[config.mk]
export PLATFORM = sky130hd
export DESIGN_NAME = multicycle_ctrl
export DESIGN_NICKNAME = d
export VERILOG_FILES = /design/src/rtl/multicycle_ctrl.sv
export SDC_FILE = /design/constraint.sdc
export NUM_CORES = 1
export LEC_CHECK = 0
export CAP_MARGIN = 20
export CORE_ASPECT_RATIO = 1.75
export CORE_MARGIN = 3
export CORE_UTILIZATION = 28
export CTS_BUF_LIST = sky130_fd_sc_hd__clkbuf_16
export DETAILED_ROUTE_END_ITERATION = 10
export PLACE_DENSITY = 0.59
export SYNTH_ARGS = -nofsm -noshare
export SYNTH_HDL_FRONTEND = slang
export SYNTH_SLANG_ARGS = --single-unit
export TNS_END_PERCENT = 50
[constraint.sdc]
create_clock -name Clk -period 5.49 [get_ports Clk]
set_input_delay 1.3725 -clock Clk [delete_from_list [all_inputs] [get_ports Clk]]
set_output_delay 1.3725 -clock Clk [all_outputs]
set_load 0.02 [all_outputs]
[src/rtl/multicycle_ctrl.sv]
// Moore control FSM for a shared-resource multi-cycle MIPS datapath.
// Sequences fetch/decode/execute and drives every mux select and write enable.
module multicycle_ctrl #(
  parameter bit TRAP_ON_ILLEGAL = 1'b1
) (
  input  logic       Clk,
  input  logic       Reset,
  input  logic [5:0] Op,
  input  logic [5:0] Funct,
  input  logic       Z,
  output logic       PCEn,
  output logic [1:0] PCSrc,
  output logic       IorD,
  output logic       MemRead,
  output logic       MemWrite,
  output logic       IRWrite,
  output logic       RegDst,
  output logic       MemtoReg,
  output logic       RegWrite,
  output logic       ALUSrcA,
  output logic [1:0] ALUSrcB,
  output logic [2:0] ALUCtr,
  output logic       InstDone,
  output logic       Illegal,
  output logic [3:0] State
);

  typedef enum logic [3:0] {
    StIf     = 4'd0,
    StId     = 4'd1,
    StMemAdr = 4'd2,
    StMemRd  = 4'd3,
    StMemWb  = 4'd4,
    StMemWr  = 4'd5,
    StExe    = 4'd6,
    StRwb    = 4'd7,
    StBeq    = 4'd8,
    StJmp    = 4'd9,
    StExi    = 4'd10,
    StIwb    = 4'd11,
    StTrap   = 4'd15
  } state_e;

  localparam logic [5:0] OpRtype = 6'b000000;
  localparam logic [5:0] OpLw    = 6'b100011;
  localparam logic [5:0] OpSw    = 6'b101011;
  localparam logic [5:0] OpBeq   = 6'b000100;
  localparam logic [5:0] OpJ     = 6'b000010;
  localparam logic [5:0] OpAddi  = 6'b001000;
  localparam logic [5:0] OpOri   = 6'b001101;

  localparam logic [2:0] AluAnd = 3'b000;
  localparam logic [2:0] AluOr  = 3'b001;
  localparam logic [2:0] AluAdd = 3'b010;
  localparam logic [2:0] AluSub = 3'b110;
  localparam logic [2:0] AluSlt = 3'b111;

  state_e     state_q, state_d;
  logic       pc_write, pc_write_cond;
  logic       funct_valid;
  logic [2:0] funct_alu;

  // R-type function decode; unknown functs fall back to add with no writeback.
  always_comb begin
    funct_valid = 1'b1;
    unique case (Funct)
      6'b100000: funct_alu = AluAdd;
      6'b100010: funct_alu = AluSub;
      6'b100100: funct_alu = AluAnd;
      6'b100101: funct_alu = AluOr;
      6'b101010: funct_alu = AluSlt;
      default: begin
        funct_alu   = AluAdd;
        funct_valid = 1'b0;
      end
    endcase
  end

  always_ff @(posedge Clk) begin
    if (Reset) begin
      state_q <= StIf;
    end else begin
      state_q <= state_d;
    end
  end

  always_comb begin
    state_d = StIf;
    case (state_q)
      StIf: state_d = StId;
      StId: begin
        case (Op)
          OpRtype:       state_d = StExe;
          OpLw, OpSw:    state_d = StMemAdr;
          OpBeq:         state_d = StBeq;
          OpJ:           state_d = StJmp;
          OpAddi, OpOri: state_d = StExi;
          default:       state_d = TRAP_ON_ILLEGAL ? StTrap : StIf;
        endcase
      end
      StMemAdr: begin
        if (Op == OpLw) begin
          state_d = StMemRd;
        end else if (Op == OpSw) begin
          state_d = StMemWr;
        end else begin
          state_d = StIf;
        end
      end
      StMemRd: state_d = StMemWb;
      StExe:   state_d = StExe == state_q ? StRwb : StIf;
      StExi:   state_d = StIwb;
      StTrap:  state_d = StTrap;
      default: state_d = StIf;
    endcase
  end

  always_comb begin
    pc_write      = 1'b0;
    pc_write_cond = 1'b0;
    PCSrc         = 2'b00;
    IorD          = 1'b0;
    MemRead       = 1'b0;
    MemWrite      = 1'b0;
    IRWrite       = 1'b0;
    RegDst        = 1'b0;
    MemtoReg      = 1'b0;
    RegWrite      = 1'b0;
    ALUSrcA       = 1'b0;
    ALUSrcB       = 2'b00;
    ALUCtr        = AluAnd;
    InstDone      = 1'b0;
    Illegal       = 1'b0;
    case (state_q)
      StIf: begin
        MemRead  = 1'b1;
        IRWrite  = 1'b1;
        ALUSrcB  = 2'b01;
        ALUCtr   = AluAdd;
        pc_write = 1'b1;
      end
      StId: begin
        ALUSrcB = 2'b11;
        ALUCtr  = AluAdd;
        case (Op)
          OpRtype, OpLw, OpSw, OpBeq, OpJ, OpAddi, OpOri: Illegal = 1'b0;
          default:                                        Illegal = 1'b1;
        endcase
      end
      StMemAdr: begin
        ALUSrcA = 1'b1;
        ALUSrcB = 2'b10;
        ALUCtr  = AluAdd;
      end
      StMemRd: begin
        MemRead = 1'b1;
        IorD    = 1'b1;
      end
      StMemWb: begin
        RegWrite = 1'b1;
        MemtoReg = 1'b1;
        InstDone = 1'b1;
      end
      StMemWr: begin
        MemWrite = 1'b1;
        IorD     = 1'b1;
        InstDone = 1'b1;
      end
      StExe: begin
        ALUSrcA = 1'b1;
        ALUCtr  = funct_alu;
      end
      StRwb: begin
        RegWrite = funct_valid;
        RegDst   = 1'b1;
        InstDone = 1'b1;
      end
      StBeq: begin
        ALUSrcA       = 1'b1;
        ALUCtr        = AluSub;
        pc_write_cond = 1'b1;
        PCSrc         = 2'b01;
        InstDone      = 1'b1;
      end
      StJmp: begin
        pc_write = 1'b1;
        PCSrc    = 2'b10;
        InstDone = 1'b1;
      end
      StExi: begin
        ALUSrcA = 1'b1;
        ALUSrcB = 2'b10;
        ALUCtr  = (Op == OpOri) ? AluOr : AluAdd;
      end
      StIwb: begin
        RegWrite = 1'b1;
        InstDone = 1'b1;
      end
      default: ;
    endcase
    PCEn = pc_write | (pc_write_cond & Z);
    // Reset kills every side effect in the cycle it is asserted.
    if (Reset) begin
      PCEn     = 1'b0;
      MemWrite = 1'b0;
      RegWrite = 1'b0;
      IRWrite  = 1'b0;
      MemRead  = 1'b0;
      InstDone = 1'b0;
      Illegal  = 1'b0;
    end
  end

  assign State = state_q;

endmodule

==> results.json <==
{
  "coreArea_um2": 2170,
  "use_met3": 0.0509,
  "cts-htree-levels": 1,
  "fmax_ghz": 0.201,
  "clk_latency_ns": 0.22,
  "yosys_warnings": 0,
  "avgRoutedWirePerCell_um": 14.1,
  "synth_area_leaders": "dfxtp_1 12%, a21oi_1 7.5%, nor2_1 6.7%",
  "final_cell_count_no_fill": 156,
  "power.leakage_nw": 0.402,
  "ctsLongestPathBuffers": 2,
  "nNetsFinal": 149,
  "tightest_slew_ns": 0.562,
  "p_total_mw": 0.510,
  "drc": 0,
  "met1_usage": 0.141,
  "place_congestion": 0.879,
  "period_share": 0.905,
  "cts_tree": "built",
  "grt_first_pass_wirelength_um": 3590,
  "cts_num_sinks": 4,
  "grt_usage": 0.147,
  "worst-endpoint-arrival_ns": 3.60,
  "layout_commonest_cell": "clkdlybuf4s50_1",
  "numPortBuffers": 36,
  "yosys_most_used_dff": "dfxtp_1",
  "totalWireLength_um": 2190,
  "synthesis.area_um2": 668,
  "first_pass_iters": 4,
  "finalMaxSlewViolations": 0,
  "yosys.area.top_type": "dfxtp_1",
  "synth_cell_types": 41,
  "tns_ns": 0,
  "grt_max_degree": 20,
  "viasPerCell": 5.74,
  "fin_skew_ns": 0.00218,
  "period_needed_ns": 4.97,
  "antenna_found_initial": 0,
  "dieArea_um2": 3030,
  "end_kind": "output pin",
  "avgSynthCellArea_um2": 6.68,
  "fp.dieW_um": 42.9,
  "grt_pass1_vias": 874,
  "ys_async_sr_fraction": 0,
  "synthToLayoutAreaGrowth_pct": 63.9,
  "busiest_layer": "met2",
  "hold_viol_final": 0,
  "cts_setup_buffers": 0,
  "worst_ep_required_time_ns": 4.12,
  "multi_input_area_um2": 534,
  "drt_iter0_markers": 38,
  "final_cell_mix": "36 x clkdlybuf4s50_1, 12 x nor2_1, 10 x a21oi_1",
  "setup_viol": 0,
  "synth_top_area_share": 0.120,
  "utilization": 0.503,
  "synth_edf_count": 0,
  "synth_cells": 100,
  "p_per_area_nw_per_um2": 466,
  "cts_root_buffer": "clkbuf_16",
  "drv_cap": 0,
  "rows": 22,
  "overflow": 0,
  "largest_register_ffs": 4,
  "post-route-cell-area_um2": 1090,
  "syn-num-nets": 115,
  "grtUsageMet2": 0.271,
  "clkTransAtPathRegs_ns": 0.03,
  "yosysSeqAreaShare": 0.120,
  "relSlewSlack": 0.625,
  "path_max_fanout": 8,
  "n_antenna_cell": 0,
  "numCtsBuffers": 3,
  "hold_path.class": "reg2reg",
  "die_h_um": 70.6,
  "start_util": 0.307,
  "postCtsHoldBufs": 0,
  "rsz0062_at_grt": "false",
  "crit_path_start_kind": "input pin",
  "postRouteAntennaNets": 0,
  "ioPinCount": 37,
  "dpl_cell_area_um2": 1020,
  "vias": 896,
  "peakVddDrop_mv": 0.314,
  "fillers": 227,
  "critPathKind": "in2out",
  "synth-seq-cells": 4,
  "cts_resized": 0,
  "dp_hpwl_um": 1760,
  "dp.cells": 153,
  "seq_area_um2": 80.1,
  "status": "finished clean",
  "layout-drive-gt1-share": 0.0530
}
-- Yosys cell counts, types with 3 or more instances --
library cell / instances
nand2_1: 5
nor2b_1: 4
clkbuf_1: 3
nand2b_1: 4
o2111ai_1: 3
o22ai_1: 3
nor2_1: 12
or2_1: 3
nand3_1: 4
dfxtp_1: 4
nor3_1: 6
a21oi_1: 10
inv_1: 3
o21ai_0: 4
-- worst max-delay path, stage by stage --
cell	delay [ns]
clkdlybuf4s50_1	0.65
nand4b_1	0.22
o22ai_1	0.11
or4_4	0.53
nor2_1	0.10
clkdlybuf4s50_1	0.61
-- per-layer routing --
| metal | wire length [um] | vias to the layer above |
|---|---|---|
| met1 | 816 | 405 |
| met4 | 64 | 0 |
| met2 | 1110 | 44 |
| met3 | 198 | 7 |
| li1 | - | 440 |
| met5 | 0 | - |
-- cell type report --
class	count	area share
clock buffers	3	0.0686
flip-flops and latches	4	0.0731
well taps	24	0.0274
inverters	4	0.0137
repair buffers	36	0.329
multi-input cells	85	0.488
-- kinds of logic (layout without fill, tap and decap cells) --
| logic type | count (synthesis) | in the layout | synth area share |
|---|---|---|---|
| and+or+nand+nor | 48 | 48 | 0.414 |
| AOI/OAI and AO/OA | 32 | 32 | 0.318 |
| buffers and inverters | 11 | 43 | 0.0805 |
| xor gates and xnor gates | 4 | 4 | 0.0524 |
| DFF | 4 | 4 | 0.120 |
| muxes | 1 | 1 | 0.0150 |
-- metrics by stage --
step                hold slack (ns)  worst slack [ns]
floorplan                     0.706              1.54
global placement              0.742             0.539
detailed placement            0.736             0.509
CTS                           0.740             0.513
global route                  0.808             0.392
finish                        0.744             0.519
-- where the power goes --
part / leakage [nW] / switching [mW] / internal, mW
sequential: 0.0329 / 0.0380 / 0.0396
combinational: 0.332 / 0.170 / 0.151
clock: 0.0370 / 0.0190 / 0.0929
-- worst paths after layout --
check        slack [ns]  depth (start not counted)                 from                  end
max                0.52                          6                Op[2]              Illegal
min                0.74                          2  State[1]$_SDFF_PP0_  State[2]$_SDFF_PP0_
min reg2reg        0.74                          2  State[1]$_SDFF_PP0_  State[2]$_SDFF_PP0_
max reg2reg        3.90                          3  State[3]$_SDFF_PP0_  State[0]$_SDFF_PP0_
Power figures use the tool's default switching activity.
